File: config.mk
export PLATFORM = sky130hd
export DESIGN_NAME = shifter_rr_arbiter_flat
export DESIGN_NICKNAME = d
export VERILOG_FILES = /design/src/rtl/shifter_rr_arbiter_if.sv /design/src/rtl/shifter_rr_arbiter.sv /design/src/flat_wrapper.sv
export SDC_FILE = /design/constraint.sdc
export NUM_CORES = 1
export LEC_CHECK = 0
export CAP_MARGIN = 15
export CORE_MARGIN = 8
export CORE_UTILIZATION = 39
export DETAILED_ROUTE_END_ITERATION = 7
export GPL_ROUTABILITY_DRIVEN = 1
export PLACE_DENSITY_LB_ADDON = 0.1
export SETUP_SLACK_MARGIN = 0.05
export SLEW_MARGIN = 40
export SYNTH_ARGS = -nofsm -noshare
export SYNTH_HDL_FRONTEND = slang
export SYNTH_SLANG_ARGS = --single-unit
File: constraint.sdc
create_clock -name clk_i -period 3.45 [get_ports clk_i]
set_input_delay 0.8625 -clock clk_i [delete_from_list [all_inputs] [get_ports clk_i]]
set_output_delay 0.8625 -clock clk_i [all_outputs]
set_load 0.02 [all_outputs]
File: src/rtl/shifter_rr_arbiter_if.sv
// rtl/shifter_rr_arbiter_if.sv - request/response bundle for the shared shifter arbiter
interface shifter_rr_arbiter_if #(
  parameter int NUM_REQ    = 4,
  parameter int DATA_WIDTH = 22
);
  localparam int SHIFT_W = (DATA_WIDTH > 1) ? $clog2(DATA_WIDTH) : 1;
  localparam int ID_W    = (NUM_REQ > 1) ? $clog2(NUM_REQ) : 1;

  logic [NUM_REQ-1:0]            req_valid_i;
  logic [NUM_REQ-1:0]            req_ready_o;
  logic [NUM_REQ*DATA_WIDTH-1:0] req_data_i;
  logic [NUM_REQ*SHIFT_W-1:0]    req_shift_i;
  logic                          rsp_valid_o;
  logic                          rsp_ready_i;
  logic [DATA_WIDTH-1:0]         rsp_data_o;
  logic [ID_W-1:0]               rsp_id_o;

  // requester/consumer side
  modport master (
    output req_valid_i, req_data_i, req_shift_i, rsp_ready_i,
    input  req_ready_o, rsp_valid_o, rsp_data_o, rsp_id_o
  );

  // arbiter side
  modport slave (
    input  req_valid_i, req_data_i, req_shift_i, rsp_ready_i,
    output req_ready_o, rsp_valid_o, rsp_data_o, rsp_id_o
  );
endinterface

File: src/rtl/shifter_rr_arbiter.sv
// rtl/shifter_rr_arbiter.sv - round-robin arbiter sharing one arithmetic right shifter
module shifter_rr_arbiter #(
  parameter int NUM_REQ    = 4,
  parameter int DATA_WIDTH = 22
) (
  input  logic                 clk_i,
  input  logic                 rstn_i,
  shifter_rr_arbiter_if.slave  bus
);
  localparam int SHIFT_W = (DATA_WIDTH > 1) ? $clog2(DATA_WIDTH) : 1;
  localparam int ID_W    = (NUM_REQ > 1) ? $clog2(NUM_REQ) : 1;

  // Largest useful shift; anything beyond just replicates the sign bit.
  localparam logic [SHIFT_W-1:0] MAX_SHIFT = SHIFT_W'(DATA_WIDTH - 1);
  localparam logic [ID_W-1:0]    LAST_ID   = ID_W'(NUM_REQ - 1);

  localparam logic [0:0] ST_EMPTY = 1'b0;
  localparam logic [0:0] ST_FULL  = 1'b1;

  logic [0:0]            state;
  logic [ID_W-1:0]       ptr;
  logic [DATA_WIDTH-1:0] rsp_data;
  logic [ID_W-1:0]       rsp_id;

  logic                  can_accept;
  logic                  any_valid;
  logic [NUM_REQ-1:0]    hi_mask;
  logic [NUM_REQ-1:0]    valid_hi;
  logic [ID_W-1:0]       sel_hi;
  logic [ID_W-1:0]       sel_lo;
  logic [ID_W-1:0]       sel_id;
  logic [NUM_REQ-1:0]    grant;
  logic                  handshake;
  logic [DATA_WIDTH-1:0] sel_data;
  logic [SHIFT_W-1:0]    sel_shift;
  logic [SHIFT_W-1:0]    eff_shift;
  logic [DATA_WIDTH-1:0] shifted;
  logic [ID_W-1:0]       ptr_next;

  // The result slot is free when empty or when it drains on this edge.
  always_comb begin
    can_accept = (state == ST_EMPTY) || bus.rsp_ready_i;
    any_valid  = |bus.req_valid_i;
  end

  // Requesters at or above the pointer get first pick; the rest wrap around.
  always_comb begin
    hi_mask = '0;
    for (int k = 0; k < NUM_REQ; k++) begin
      hi_mask[k] = (ID_W'(k) >= ptr);
    end
    valid_hi = bus.req_valid_i & hi_mask;
  end

  // Lowest-index valid requester in the upper window and overall; the
  // wrap-around choice is the lowest overall when the upper window is empty.
  always_comb begin
    sel_hi = '0;
    sel_lo = '0;
    for (int k = NUM_REQ - 1; k >= 0; k--) begin
      if (valid_hi[k]) begin
        sel_hi = ID_W'(k);
      end
      if (bus.req_valid_i[k]) begin
        sel_lo = ID_W'(k);
      end
    end
    sel_id = (|valid_hi) ? sel_hi : sel_lo;
  end

  // One-hot accept strobe; sel_id always points at a valid requester when any is set.
  always_comb begin
    grant = '0;
    for (int k = 0; k < NUM_REQ; k++) begin
      grant[k] = rstn_i && can_accept && any_valid && (sel_id == ID_W'(k));
    end
    handshake = |grant;
  end

  // Route the winning operand into the single shared shifter.
  always_comb begin
    sel_data  = '0;
    sel_shift = '0;
    for (int k = 0; k < NUM_REQ; k++) begin
      if (sel_id == ID_W'(k)) begin
        sel_data  = bus.req_data_i[k*DATA_WIDTH +: DATA_WIDTH];
        sel_shift = bus.req_shift_i[k*SHIFT_W +: SHIFT_W];
      end
    end
  end

  // Clamp the count so oversized shifts saturate to pure sign fill.
  always_comb begin
    eff_shift = (sel_shift > MAX_SHIFT) ? MAX_SHIFT : sel_shift;
    shifted   = $signed(sel_data) >>> eff_shift;
    ptr_next  = (sel_id == LAST_ID) ? '0 : sel_id + ID_W'(1);
  end

  // Control: fill on handshake, drain when consumed with nothing new arriving.
  always_ff @(posedge clk_i or negedge rstn_i) begin
    if (!rstn_i) begin
      state <= ST_EMPTY;
      ptr   <= '0;
    end else if (handshake) begin
      state <= ST_FULL;
      ptr   <= ptr_next;
    end else if ((state == ST_FULL) && bus.rsp_ready_i) begin
      state <= ST_EMPTY;
    end
  end

  // Result register only loads on a handshake, so it holds through stalls and idle.
  always_ff @(posedge clk_i or negedge rstn_i) begin
    if (!rstn_i) begin
      rsp_data <= '0;
      rsp_id   <= '0;
    end else if (handshake) begin
      rsp_data <= shifted;
      rsp_id   <= sel_id;
    end
  end

  assign bus.req_ready_o = grant;
  assign bus.rsp_valid_o = (state == ST_FULL);
  assign bus.rsp_data_o  = rsp_data;
  assign bus.rsp_id_o    = rsp_id;
endmodule

File: src/flat_wrapper.sv
// flat-port wrapper written by rule: the top's interface ports become plain ports
module shifter_rr_arbiter_flat 
#(
  parameter int NUM_REQ    = 4,
  parameter int DATA_WIDTH = 22
)
  (clk_i, rstn_i, bus_req_valid_i, bus_req_data_i, bus_req_shift_i, bus_rsp_ready_i, bus_req_ready_o, bus_rsp_valid_o, bus_rsp_data_o, bus_rsp_id_o);
  shifter_rr_arbiter_if #(.NUM_REQ(NUM_REQ), .DATA_WIDTH(DATA_WIDTH)) bus_i ();
  input  logic clk_i;
  input  logic rstn_i;
  input wire logic [$bits(bus_i.req_valid_i)-1:0] bus_req_valid_i;
  input wire logic [$bits(bus_i.req_data_i)-1:0] bus_req_data_i;
  input wire logic [$bits(bus_i.req_shift_i)-1:0] bus_req_shift_i;
  input wire logic [$bits(bus_i.rsp_ready_i)-1:0] bus_rsp_ready_i;
  output wire logic [$bits(bus_i.req_ready_o)-1:0] bus_req_ready_o;
  output wire logic [$bits(bus_i.rsp_valid_o)-1:0] bus_rsp_valid_o;
  output wire logic [$bits(bus_i.rsp_data_o)-1:0] bus_rsp_data_o;
  output wire logic [$bits(bus_i.rsp_id_o)-1:0] bus_rsp_id_o;
  assign bus_i.req_valid_i = bus_req_valid_i;
  assign bus_i.req_data_i = bus_req_data_i;
  assign bus_i.req_shift_i = bus_req_shift_i;
  assign bus_i.rsp_ready_i = bus_rsp_ready_i;
  assign bus_req_ready_o = bus_i.req_ready_o;
  assign bus_rsp_valid_o = bus_i.rsp_valid_o;
  assign bus_rsp_data_o = bus_i.rsp_data_o;
  assign bus_rsp_id_o = bus_i.rsp_id_o;
  shifter_rr_arbiter #(.NUM_REQ(NUM_REQ), .DATA_WIDTH(DATA_WIDTH)) u_core (.clk_i(clk_i), .rstn_i(rstn_i), .bus(bus_i));
endmodule
==> results.cfg <==
[synthesis]
synth_nets = 530
synth_area_leaders = dfrtp_1 21%, mux2i_1 5.4%, a221oi_1 5.2%
synthDistinctLibCells = 66
yosysWarnings = 0
yosysTopAreaCell = dfrtp_1
ys_seq_area_share_pct = 21.28
synth_edf_count = 0
ys_ff_latch = 27
yosysTopAreaCellShare_pct = 21.28
async_flop_share_pct = 100.0
syn_inst = 411
synthesis.area_mm2 = 0.003174
synth_flop_cell = dfrtp_1
syn_avg_cell_area_um2 = 7.723

[finish]
layout.nets = 794
finish.instance_area_mm2 = 0.006631
antenna_cells = 0
n_fill_cell = 480
final_core_util_pct = 82.36
area_growth_pct = 108.9
drive_gt1_share_pct = 39.91

[routing]
num_vias = 4806
drcViolationCount = 0
ant_nets = 0
post_drt_wl_per_cell_um = 22.17
via_per_inst = 6.169
wl_um = 17270
drt_iter0_markers = 278
dr.pass1.iters = 4

[timing]
hold_ws_ns = 0.4918
worst_pin_slew_ns = 0.5069
slew_viol_final = 0
fin_crit_ns = 3.684
hold_viol = 0
fmax_mhz = 271.4
rsz0062_at_grt = true
skew_ns = 0.001997
period_share_pct = 106.8
setup_slack_ns = -0.2344
setup_viol = 19
setup-tns-final_ns = -2.515
slew_headroom_pct = 65.89

[clocking]
cts_made_buffers = 3
h-tree-depth = 1
hold_buffers = 0
insertion_delay_ns = 0.27
cts.sinks = 27
cts_tree = yes
clk_pin_slew_ns = 0.09
cts-root-buf = clkbuf_8
clockBufferDepth = 2

[worst_setup_path]
crit_path_top_delay_cell = a211o_1
start_kind = input pin
cpPeakStageDelay_ns = 0.33
path_max_fanout = 6
setup.worst_path.class = input pin to flip-flop
crit_arrival_ns = 3.83
cp.required_ns = 3.60
path_cells = clkdlybuf4s15_1 > buf_6 > o22ai_4 > inv_2 > ha_4 > a211o_1 > o221ai_4 > buf_6 > o31a_1 > o21ai_4 > buf_4 > buf_12 > a211oi_2 > a211oi_2 > o32ai_1 > o311ai_1
end_kind = flip-flop

[die]
die_x_um = 106.2
rows = 33
core_mm2 = 0.008051
chipHeight_um = 106.2
initial_core_util_pct = 39.43
die-area_mm2 = 0.01128
pin_count = 144

[place]
hpwl_um = 12190
io_buffers = 143
routabilityCongestion = 0.9384
placed_cell_area_mm2 = 0.005515

[global_route]
grt_pass1_wl_um = 25390
grt_max_degree = 28
overflow = 0
antenna_found_initial = 0
grt_pass1_vias = 4990
track_usage_pct = 27.50

[flow_run]
maxCapViolCount = 0

[run_status]
status = finished with violations
violations = setup timing

[hold_path]
hold_path_class = flip-flop to flip-flop

[power]
power_density_mw_per_mm2 = 1314
leakage_nw = 2.637
ir_worst_vdd_mv = 0.5717
[critical path, delay by kind of cell]
family	cells	cell delay (ns)
buffers and inverters	6	0.87
adder cells (fa/ha/maj)	1	0.20
AO/OA/AOI/OAI	9	1.90
[per-stage QoR]
step	std cells	power (W)	worst slack [ns]
detailed placement	733	0.006350	-1.089
global route	779	0.009118	-0.3281
global placement	733	0.006293	-0.9619
finish	779	0.008717	-0.2344
CTS	768	0.007752	-0.1379
floorplan	411	0.003847	-0.06389
[where the power goes]
part | switching (W) | total (W) | internal, W | leakage (nW)
Clock | 0.0000995 | 0.000182 | 0.0000829 | 0.0228
Sequential | 0.000105 | 0.000582 | 0.000477 | 0.318
Combinational | 0.00405 | 0.00795 | 0.00390 | 2.30
Total | 0.00425 | 0.00872 | 0.00446 | 2.64
[layout by cell type, fill, tap and decap left out, types with 6 or more instances in the layout]
cell type / instances
a211oi_2: 6
inv_1: 7
buf_4: 120
mux2i_1: 9
buf_12: 9
nand3_1: 10
o21ai_0: 12
a221oi_1: 18
a21oi_2: 10
nor2_1: 31
o21ai_2: 8
buf_6: 17
nand3_2: 8
clkdlybuf4s50_1: 136
dfrtp_1: 26
o21ai_1: 11
nand2_1: 32
o22ai_1: 14
a21oi_1: 6
a21o_1: 7
o211ai_1: 16
[worst paths after layout]
| kind | start | to | slack, ns | depth (start not counted) |
|---|---|---|---|---|
| worst max-delay path | bus_req_valid_i[3] | u_core.bus.rsp_data_o[0] | -0.23 | 16 |
| worst min register to register | u_core.bus.rsp_data_o[17] | u_core.bus.rsp_data_o[17] | 0.49 | 2 |
| worst max register to register | u_core.ptr[1] | u_core.bus.rsp_data_o[0] | -0.09 | 16 |
| min in group asynchronous | rstn_i | u_core.bus.rsp_data_o[21] | 0.98 | 2 |
| max in group asynchronous | rstn_i | u_core.ptr[1] | 2.20 | 2 |
| worst min-delay path | u_core.bus.rsp_data_o[17] | u_core.bus.rsp_data_o[17] | 0.49 | 2 |
[cells by family after synthesis]
group,count (synthesis),synth area share [%]
compound gates,190,45.61
fa+ha+maj,4,1.577
buf+inv,43,6.228
flops,27,21.29
mux,20,6.779
simple gates,127,18.53
[synth_stat cells, types with 3 or more instances]
cell      count
nor2_1       38
nand2_1      34
dfrtp_1      27
o21ai_0      25
a221oi_1     19
nand3_1      19
o22ai_1      19
a21oi_1      18
clkbuf_1     17
mux2i_1      17
o211ai_1     16
buf_2        11
a211oi_1     10
inv_1         9
nor3_1        8
a21o_1        7
o21ai_1       7
a31oi_1       6
and2_1        5
o21a_1        5
o32ai_1       5
a211o_1       4
a221o_1       4
ha_1          4
nand2b_1      4
nor2b_1       4
o221a_2       4
o31a_1        4
a311oi_1      3
nor4_1        3
o221ai_1      3
o31ai_1       3
[layout make-up]
class	count	area, µm²	share of cell area, %
inverter	9	33.78	0.5094
timing repair buffer	293	2791	42.09
tap	105	131.4	1.981
sequential	27	676.9	10.21
multi-input combinational	341	2953	44.53
clock buffer	4	45.04	0.6792
[sequential cells by signal (all words and copies together) (netlist names)]
signal	cells
u_core.ptr	2
u_core.bus.rsp_data_o	22
u_core.bus.rsp_id_o	2
u_core.bus.rsp_valid_o	1
[layer usage]
metal | GRT usage [%] | wire [µm] | share of wire (%)
met1 | 31.58 | 6597 | 38
met2 | 48.03 | 8405 | 49
met3 | 7.078 | 1514 | 8.8
met4 | 10.15 | 752 | 4.4
met5 | 0 | 0 | 0
[repair_timing]
item,in CTS,in global routing
setup buffers,32,9
endpoints found under the setup margin,25,23
gates resized for setup,126,45
cloned,0,2
pin swaps,33,30
No activity file was read; power rests on OpenSTA's default activity.
